$ cat src/rtl/counter_pkg.sv
// counter_pkg: shared direction and boundary-mode constants for the counter family
package counter_pkg;
  localparam logic CNT_UP = 1'b1;
  localparam logic CNT_DN = 1'b0;
  localparam int MODE_WRAP = 0;
  localparam int MODE_SAT = 1;
endpackage

$ cat src/rtl/param_updown_counter.sv
// param_updown_counter: up/down counter over 0..MAX_VAL with load, wrap/saturate, tc strobe and sticky overflow
module param_updown_counter
  import counter_pkg::*;
#(
  parameter int WIDTH = 4,
  parameter int MAX_VAL = 2**WIDTH-1,
  parameter int SATURATE = MODE_WRAP
) (
  input  logic             clk,
  input  logic             rst,
  input  logic             en,
  input  logic             up_dn,
  input  logic             load,
  input  logic [WIDTH-1:0] load_val,
  input  logic             clr_ovf,
  output logic [WIDTH-1:0] count,
  output logic             tc,
  output logic             ovf
);
  localparam logic [WIDTH-1:0] max_c = WIDTH'(MAX_VAL);
  localparam logic sat = (SATURATE == MODE_SAT);
  if (WIDTH < 1) begin : g_bad_width
    $error("param_updown_counter: WIDTH must be >= 1");
  end
  if (MAX_VAL > 2**WIDTH-1) begin : g_bad_max
    $error("param_updown_counter: MAX_VAL exceeds 2**WIDTH-1");
  end
  logic             at_top;
  logic             at_bot;
  logic [WIDTH-1:0] load_c;
  logic [WIDTH-1:0] step;
  logic [WIDTH-1:0] count_nxt;
  logic             ovf_nxt;
  // next count and overflow: bounds compared against MAX_VAL, never natural rollover
  always_comb begin
    at_top    = (count == max_c);
    at_bot    = (count == '0);
    tc        = en & ((up_dn == CNT_UP) ? at_top : at_bot);
    load_c    = (load_val > max_c) ? max_c : load_val;
    step      = (up_dn == CNT_UP)
                ? (at_top ? (sat ? max_c : '0) : count + WIDTH'(1))
                : (at_bot ? (sat ? '0 : max_c) : count - WIDTH'(1));
    count_nxt = load ? load_c : en ? step : count;
    ovf_nxt   = (tc & ~load) | (ovf & ~clr_ovf);
  end
  // state register with synchronous active-low reset overriding load and count
  always_ff @(posedge clk) begin
    if (!rst) begin
      count <= '0;
      ovf   <= 1'b0;
    end else begin
      count <= count_nxt;
      ovf   <= ovf_nxt;
    end
  end
endmodule

$ cat config.mk
export PLATFORM = sky130hd
export DESIGN_NAME = param_updown_counter
export DESIGN_NICKNAME = d
export VERILOG_FILES = /design/src/rtl/counter_pkg.sv /design/src/rtl/param_updown_counter.sv
export SDC_FILE = /design/constraint.sdc
export NUM_CORES = 1
export LEC_CHECK = 0
export ABC_CLOCK_PERIOD_IN_PS = 2050
export BUFFER_PORTS_ARGS = -buffer_cell sky130_fd_sc_hd__buf_2
export CAP_MARGIN = 20
export CORE_AREA = 2 2 39 41
export DETAILED_ROUTE_END_ITERATION = 7
export DIE_AREA = 0 0 41 43
export PLACE_DENSITY = 0.53
export SLEW_MARGIN = 30
export SYNTH_ARGS = -nofsm -noshare
export SYNTH_HDL_FRONTEND = slang
export SYNTH_SLANG_ARGS = --single-unit
$ cat constraint.sdc
create_clock -name clk -period 2.05 [get_ports clk]
set_clock_uncertainty 0.2 [all_clocks]
set_input_delay 0.5125 -clock clk [delete_from_list [all_inputs] [get_ports clk]]
set_output_delay 0.5125 -clock clk [all_outputs]
set_load 0.03 [all_outputs]
==> results of run 1 <==
metrics by stage:
stage               cell area, sq um  instances  TNS [ns]  utilization, %
floorplan                        368         45         0               -
global placement                 478         77         0            34.5
detailed placement               478         77         0            34.5
CTS                              576         84         0            41.6
global route                     606         88   -0.0398            43.8
finish                           606         88         0            43.8
placed cells by master, fill, tap and decap left out:
cell type  Yosys  final
inv_4          0      1
dfxtp_1        5      3
ha_2           0      1
o32ai_1        1      1
o21ai_0        3      3
a21boi_1       1      1
dfxtp_2        0      1
o221ai_1       1      1
inv_2          0      1
inv_1          5      3
clkbuf_4       0      3
a21o_1         1      1
ha_4           0      1
nand2b_1       1      1
nor3b_1        1      1
clkbuf_1       2      1
or4b_1         1      1
nor4b_4        0      1
o311a_1        1      1
nor2_2         0      1
and2_1         3      3
nor2_1         4      3
a21boi_0       1      1
buf_4          0     10
buf_2          0     14
mux2i_1        2      2
buf_6          0      1
o31ai_1        1      1
nand2_1        2      2
dfxtp_4        0      1
a41oi_2        0      1
xnor2_1        3      3
a21oi_1        2      2
repair_timing:
item	CTS	global route
cloned	0	0
setup buffers	3	4
setup endpoints to repair	1	1
gates resized for setup	12	0
pin swaps	3	2
registers in the layout, indices dropped and copies added (netlist names):
name   cells
count      4
ovf        1
cells by family after synthesis:
group	count (synthesis)	synth area share [%]
simple gates	13	20.3
fa+ha+maj	2	6.90
mux	2	5.52
compound gates	13	25.2
flops	5	27.6
xor+xnor	3	7.24
buf+inv	7	7.24
worst max-delay path: cells and delay by family, from the launching register on:
family,cells,cell delay [ns]
adder cells (fa/ha/maj),1,0.13
buffers and inverters,2,0.20
AND/OR/NAND/NOR,2,0.32
flip-flops,1,0.35
AO/OA/AOI/OAI,1,0.07
per-layer routing:
metal / vias up / track usage [%]
met5: - / 0
met4: 0 / 6.00
met3: 0 / 1.57
met2: 9 / 16.6
met1: 179 / 12.9
li1: 215 / -
layout make-up:
cell class	count	share of cell area (%)
Clock buffer	4	4.34
Multi-Input combinational cell	33	45.7
Tap cell	16	3.31
Sequential cell	5	17.4
Inverter	5	3.51
Timing Repair Buffer	25	25.8
worst max-delay path by stage:
| stage | start | to | slack [ns] | depth (start not counted) |
|---|---|---|---|---|
| after floorplan | up_dn | tc | 0.03 | 4 |
| after global placement | up_dn | tc | 0.07 | 5 |
| after detailed placement | up_dn | tc | 0.06 | 5 |
| after CTS | count[1] | tc | 0.006 | 5 |
| after global routing | count[0] | tc | -0.04 | 6 |
| final | count[0] | tc | 0.03 | 6 |
power breakdown:
part / switching [W] / leakage (nW) / total [W] / internal, W
clock network: 0.0000392 / 0.0150 / 0.000113 / 0.0000735
registers: 0.00000910 / 0.0422 / 0.000114 / 0.000105
logic: 0.0000624 / 0.225 / 0.000130 / 0.0000680
total: 0.000111 / 0.282 / 0.000357 / 0.000246
==> impl_metrics.tcl, run 1 <==
set metrics [dict create \
    status "finished, final reports clean" \
    drtAntennaViolNets 0 \
    synth_flop_cell "dfxtp_1" \
    clockBufferDepth 2 \
    cts_hold_buf 0 \
    grt_pass1_vias 320 \
    fmax_ghz 0.495 \
    synthTopCellsByArea "dfxtp_1 28%, xnor2_1 7.2%, ha_1 6.9%" \
    clock_sinks 5 \
    top_layer_used "met3" \
    drv_cap 0 \
    ir_drop_mv 0.232 \
    grt_max_degree 10 \
    clk_pin_slew_ns 0.04 \
    wl_met3_microns 35 \
    rsz0062_at_grt "yes" \
    holdPathEnd "ovf" \
    grt_use_total_pct 10.5 \
    setup_viol 0 \
    crit_slowest_cell "dfxtp_4" \
    setup_ws_ns 0.0295 \
    required_ns 1.34 \
    start_util_pct 26.2 \
    synthToLayoutAreaGrowth_pct 66.9 \
    crit_fanout 3 \
    n_fill_cell 149 \
    postSynthAreaPerCell_sq_um 8.06 \
    cp_cell_sequence "inv_4 > ha_4 > nor4b_4 > a41oi_2 > nor2_2 > buf_6" \
    fin_crit_ns 2.02 \
    powerDensity_mw_per_mm2 589 \
    path_class "register to output pin" \
    holdPathStages 2 \
    synth_seq_cells 5 \
    clkLatencyLatePin_ns 0.24 \
    drt-pass1-iter-count 4 \
    wl_met2_microns 479 \
    globalplace.congestion 0.673 \
    hold_ws_ns 0.334 \
    yosysTopAreaCellShare_pct 27.6 \
    drt_iter0_markers 9 \
    hold_violations 0 \
    r2r-end "count[3]" \
    coreArea_sq_mm 0.00138 \
    final-seq-area_sq_um 105 \
    drive_gt1_share_pct 51.4 \
    synthTopCellsByCount "5 x dfxtp_1, 5 x inv_1, 4 x nor2_1" \
    htreeDepth 1 \
    cpPeakStageDelay_ns 0.35 \
    routed_via_density 4.58 \
    drc 0 \
    place_ws_ns 0.0554 \
    worst_setup_path_start_kind "register" \
    min_from "rst" \
    regToRegSetupSlack_ns 0.30 \
    ys_seq_area_share_pct 27.6 \
    end_kind "output pin" \
    die_y_microns 43 \
    dieArea_sq_mm 0.00176 \
    p_leak_nw 0.282 \
    drv_slew 0 \
    via_count 403 \
    drt-total-wl_microns 947 \
    finalNetCount 85 \
    grt_first_pass_wirelength_mm 1.24 \
    synth_async_sr_flop_share_pct 0 \
    ys_types 23 \
    synth_edf_count 0 \
    met1_length_microns 431 \
    rr_startpoint "count[2]" \
    antenna_found_initial 0 \
    diodes 0 \
    min_period_over_period_pct 98.6 \
    crit_arrival_ns 1.31 \
    ios 16 \
    cts_tree "built" \
    syn-cell-area_sq_um 363 \
    hold_path.class "input port to register" \
    cts_made_buffers 3 \
    hpwl_microns 636 \
    grt_overflow 0 \
    synth_cells 45 \
    ys_warn_count 0 \
    routedWlPerCell_microns 10.8 \
    yosysTopAreaCell "dfxtp_1" \
    power_w 0.000357 \
    cts-root-buf "clkbuf_4" \
    synth_fp_nets 57 \
    dieWidth_microns 41 \
    row_count 14 \
    r2r_cells 5 \
    slew_headroom_pct 80.0 \
    io_buffers 15 \
    max_slew.worst_pin.slew_ns 0.300 \
    multiInputGateArea_sq_um 277 \
]
Power figures use the tool's default switching activity.
==> inputs of run 2 (changes only) <==
- PLACE_DENSITY: 0.53 -> 0.5
==> run 2 against run 1 <==
- combinational power decreased by 9%
- cell count decreased by 4.5%
- final area decreased by 4.1%
- fmax increased by 0.34%
- wire length decreased by 4.6%
- critical path type unchanged
- critical endpoint unchanged
==> impl_metrics.tcl, run 2 (synthesis results as in run 1) <==
set metrics [dict create \
    use_met2_pct 16.6 \
    clkLatencyLatePin_ns 0.24 \
    final_common_cell "buf_2" \
    drt-pass1-iter-count 2 \
    status "finished, final reports clean" \
    grt_pass1_vias 340 \
    end_kind "output pin" \
    drv_slew 0 \
    cts_hold_buf 0 \
    ios 16 \
    use_met3_pct 1.57 \
    drive_gt1_share_pct 48.5 \
    routedWlPerCell_microns 10.8 \
    via_count 389 \
    clockBufferDepth 2 \
    hold_violations 0 \
    htreeDepth 1 \
    crit_arrival_ns 1.30 \
    layout_common_cells "14 x buf_2, 6 x buf_4" \
    slew_headroom_pct 77.3 \
    globalplace.congestion 0.628 \
    max_slew.worst_pin.slew_ns 0.340 \
    cpPeakStageDelay_ns 0.34 \
    cpLargestDelayFamily "flip-flops" \
    diodes 0 \
    clock_sinks 5 \
    setup_viol 0 \
    dieArea_sq_mm 0.00176 \
    grt_max_degree 10 \
    cts_made_buffers 3 \
    routed_via_density 4.63 \
    min_period_over_period_pct 98.2 \
    io_buffers 15 \
    path_class "register to output pin" \
    rsz0062_at_grt "yes" \
    clk_pin_slew_ns 0.04 \
    drv_cap 0 \
    top_regs "count x4, ovf x1" \
    drt-total-wl_microns 903 \
    synthToLayoutAreaGrowth_pct 60.0 \
    ir_drop_mv 0.241 \
    p_leak_nw 0.264 \
    fin_area_sq_um 581 \
    crit_slowest_cell "dfxtp_2" \
    finalNetCount 81 \
    required_ns 1.34 \
    power_w 0.000345 \
    cts-root-buf "clkbuf_4" \
    die_y_microns 43 \
    grt.busiest_layer "met2" \
    worst_setup_path_start_kind "register" \
    fmax_ghz 0.497 \
    met1_usage_pct 13.8 \
    fin_crit_ns 2.01 \
    largest_register_ffs 4 \
    drtAntennaViolNets 0 \
    coreArea_sq_mm 0.00138 \
    hpwl_microns 637 \
    n_fill_cell 151 \
    row_count 14 \
    drt_iter0_markers 4 \
    drc 0 \
    grt_first_pass_wirelength_mm 1.36 \
    cp_cell_sequence "inv_2 > ha_4 > nor4b_4 > a41oi_2 > nor2_2 > buf_6" \
    powerDensity_mw_per_mm2 595 \
    hold_path.class "input port to register" \
    grt_overflow 0 \
    cts_tree "built" \
    dieWidth_microns 41 \
    largest_register "count" \
    grt_use_total_pct 11.7 \
    start_util_pct 26.2 \
    place_area_sq_um 478 \
    antenna_found_initial 0 \
    crit_fanout 3 \
    path_buf_inv 2 \
]
[run 2: cell types whose count changed in the layout (fill, tap and decap cells not counted)]
cell     change
buf_4        -4
dfxtp_2      +1
dfxtp_4      -1
ha_2         -1
ha_4         +1
inv_2        +1
inv_4        -1
[run 2: final timing paths]
| path | start | endpoint | slack (ns) | cells past startpoint |
|---|---|---|---|---|
| max | count[0] | tc | 0.04 | 6 |
| min | rst | ovf | 0.33 | 2 |
| max reg2reg | count[1] | count[3] | 0.33 | 5 |
| min reg2reg | ovf | ovf | 0.39 | 3 |
[run 2: stage by stage]
step	TNS (ns)	cells	util [%]	hold WS [ns]	worst slack (ns)
5_1_grt	-0.00968	84	42.0	0.340	-0.00968
4_1_cts	0	82	40.9	0.329	0.00753
6_report	0	84	42.0	0.334	0.0362
2_1_floorplan	0	45	-	0.434	0.0280
3_5_place_dp	0	77	34.5	0.396	0.0609
3_3_place_gp	0	77	34.5	0.398	0.0748
[run 2: power breakdown]
| group | total [W] | leakage (nW) | switching [W] | internal [W] |
|---|---|---|---|---|
| clock network | 0.000112 | 0.0150 | 0.0000381 | 0.0000734 |
| registers | 0.000116 | 0.0419 | 0.0000109 | 0.000105 |
| logic | 0.000118 | 0.207 | 0.0000578 | 0.0000597 |
[run 2: area by class of cell]
type,instances,area (sq um),share of cell area [%]
multi-input cells,33,287,49.4
clock buffers,4,26.3,4.53
flip-flops and latches,5,103,17.7
well taps,16,20.0,3.45
inverters,5,18.8,3.23
repair buffers,21,126,21.8
[run 2: routing by layer]
metal,part of all wire [%],vias to the layer above
li1,-,206
met1,44,171
met2,50,10
met3,5.0,2
met4,1.0,0
met5,0,-
[run 2: worst reg2reg max path, delay by kind of cell (launching register included)]
kind	cells	cell delay (ns)
AOI/OAI and AO/OA	3	0.42
buffers and inverters	1	0.15
DFF	1	0.31
and+or+nand+nor	1	0.53
[run 2: what timing repair did]
action | 4_1_cts | 5_1_grt
gates resized for setup | 11 | 0
pin swaps | 3 | 2
endpoints found under the setup margin | 1 | 1
gates cloned | 0 | 0
buffers inserted | 1 | 2
==> inputs of run 3 (changes only) <==
==> constraint.sdc (replaced) <==
create_clock -name clk -period 2.05 [get_ports clk]
set_clock_uncertainty 0.2 [all_clocks]
set_input_delay 0.1025 -clock clk [delete_from_list [all_inputs] [get_ports clk]]
set_output_delay 0.1025 -clock clk [all_outputs]
set_load 0.03 [all_outputs]
==> run 3 against run 2 <==
- critical path depth increased by 1
- worst hold slack lost 0.28 ns
- combinational power decreased by 18%
- largest cell class unchanged
==> impl_metrics.tcl, run 3 (synthesis results as in run 1) <==
set metrics [dict create \
    rr_startpoint "count[0]" \
    start_util_pct 26.2 \
    row_count 14 \
    tns_ns 0 \
    clkLatencyLatePin_ns 0.24 \
    path_class "register to register" \
    dieArea_sq_mm 0.00176 \
    end_kind "register" \
    grt_first_pass_wirelength_mm 1.39 \
    cts_tree "built" \
    r2r-end "count[2]" \
    synthToLayoutAreaGrowth_pct 51.4 \
    hold_violations 0 \
    met1_length_microns 375 \
    cts-root-buf "clkbuf_4" \
    drt-total-wl_microns 808 \
    antenna_found_initial 0 \
    diodes 0 \
    routedWlPerCell_microns 9.51 \
    die_y_microns 43 \
    min_period_over_period_pct 94.4 \
    largest_register "count" \
    drive_gt1_share_pct 29.0 \
    max_slew.worst_pin.slew_ns 0.241 \
    coreArea_sq_mm 0.00138 \
    clock_sinks 5 \
    grt_overflow 0 \
    worst_setup_path_start_kind "register" \
    htreeDepth 1 \
    required_ns 1.98 \
    rsz0062_at_grt "no" \
    powerDensity_mw_per_mm2 596 \
    cpPeakStageDelay_ns 0.54 \
    wl_met3_microns 36 \
    r2r_cells 7 \
    path_buf_inv 2 \
    status "finished, final reports clean" \
    drc 0 \
    cts_made_buffers 3 \
    drv_slew 0 \
    hold_ws_ns 0.0500 \
    crit_arrival_ns 1.86 \
    drv_cap 0 \
    p_leak_nw 0.259 \
    hold_path.class "input port to register" \
    clockBufferDepth 2 \
    cp_cell_sequence "inv_1 > ha_1 > mux2i_1 > nor2_1 > xnor2_1 > a21oi_1 > dlygate4sd3_1" \
    place_inst 74 \
    min_from "load" \
    largest_register_ffs 4 \
    drt-pass1-iter-count 4 \
    clk_pin_slew_ns 0.05 \
    cpLargestDelayFamily "buffers and inverters" \
    ir_drop_mv 0.263 \
    holdPathEnd "count[3]" \
    crit_slowest_cell "dlygate4sd3_1" \
    top_regs "count x4, ovf x1" \
    wl_met2_microns 396 \
    final_common_cell "buf_2" \
    routed_via_density 4.53 \
    dieWidth_microns 41 \
    cts_setup_buffers 0 \
    fmax_ghz 0.517 \
    layoutNonFillerInstCount 85 \
    grt_max_degree 10 \
    finalNetCount 82 \
    holdPathStages 3 \
    via_count 385 \
    grt_use_total_pct 11.9 \
    grt_pass1_vias 350 \
    setup_viol 0 \
    hpwl_microns 625 \
    slew_headroom_pct 83.7 \
    fin_crit_ns 1.94 \
    crit_fanout 7 \
    ios 16 \
    io_buffers 15 \
    top_layer_used "met3" \
    drt_iter0_markers 3 \
    globalplace.congestion 0.630 \
    drtAntennaViolNets 0 \
    regToRegSetupSlack_ns 0.11 \
    layout_common_cells "15 x buf_2, 7 x dlygate4sd3_1, 5 x inv_1, 4 x nor2_1" \
]
run 3: layout make-up:
cell class                      count  area [sq um]
Clock buffer                        4          26.3
Fill cell                         155           835
Inverter                            5          18.8
Multi-Input combinational cell     33           236
Sequential cell                     5           103
Tap cell                           16          20.0
Timing Repair Buffer               22           145
run 3: metrics by stage:
| stage | cell area, sq um | total power [W] | worst slack, ns | util [%] |
|---|---|---|---|---|
| after floorplan | 363 | 0.000177 | 0.247 | - |
| after global placement | 450 | 0.000203 | 0.331 | 32.5 |
| after detailed placement | 450 | 0.000202 | 0.352 | 32.5 |
| after CTS | 547 | 0.000335 | 0.0225 | 39.5 |
| after global routing | 549 | 0.000355 | 0.0105 | 39.7 |
| final | 549 | 0.000327 | 0.114 | 39.7 |
run 3: report_power, final:
group / switching, W / internal, W / total, W / leakage, nW
sequential: 0.0000105 / 0.000105 / 0.000116 / 0.0419
combinational: 0.0000482 / 0.0000486 / 0.0000968 / 0.202
clock: 0.0000411 / 0.0000736 / 0.000115 / 0.0150
total: 0.0000998 / 0.000227 / 0.000327 / 0.259
run 3: worst max-delay path by stage:
stage          startpoint  endpoint  slack (ns)  depth (start not counted)
6_report         count[0]  count[2]        0.11                          7
5_1_grt          count[0]  count[2]        0.01                          7
4_1_cts          count[0]  count[2]        0.02                          7
3_5_place_dp     count[0]       ovf        0.35                          6
3_3_place_gp     count[0]       ovf        0.33                          6
2_1_floorplan    count[0]       ovf        0.25                          6
run 3: routing by layer:
layer	vias up	GRT usage (%)
li1	207	-
met1	172	15.8
met2	6	15.0
met3	0	3.14
met4	0	10.0
met5	-	0
run 3: what timing repair did:
item | in CTS | in global routing
hold buffers | 7 | 0
endpoints found under the hold margin | 5 | 0
setup endpoints to repair | 0 | 1
resized for setup | 0 | 2
run 3: worst register-to-register path: stages, from the launching register on:
cell	delay, ns
dfxtp_2	0.38
inv_1	0.07
ha_1	0.23
mux2i_1	0.14
nor2_1	0.06
xnor2_1	0.13
a21oi_1	0.07
dlygate4sd3_1	0.54
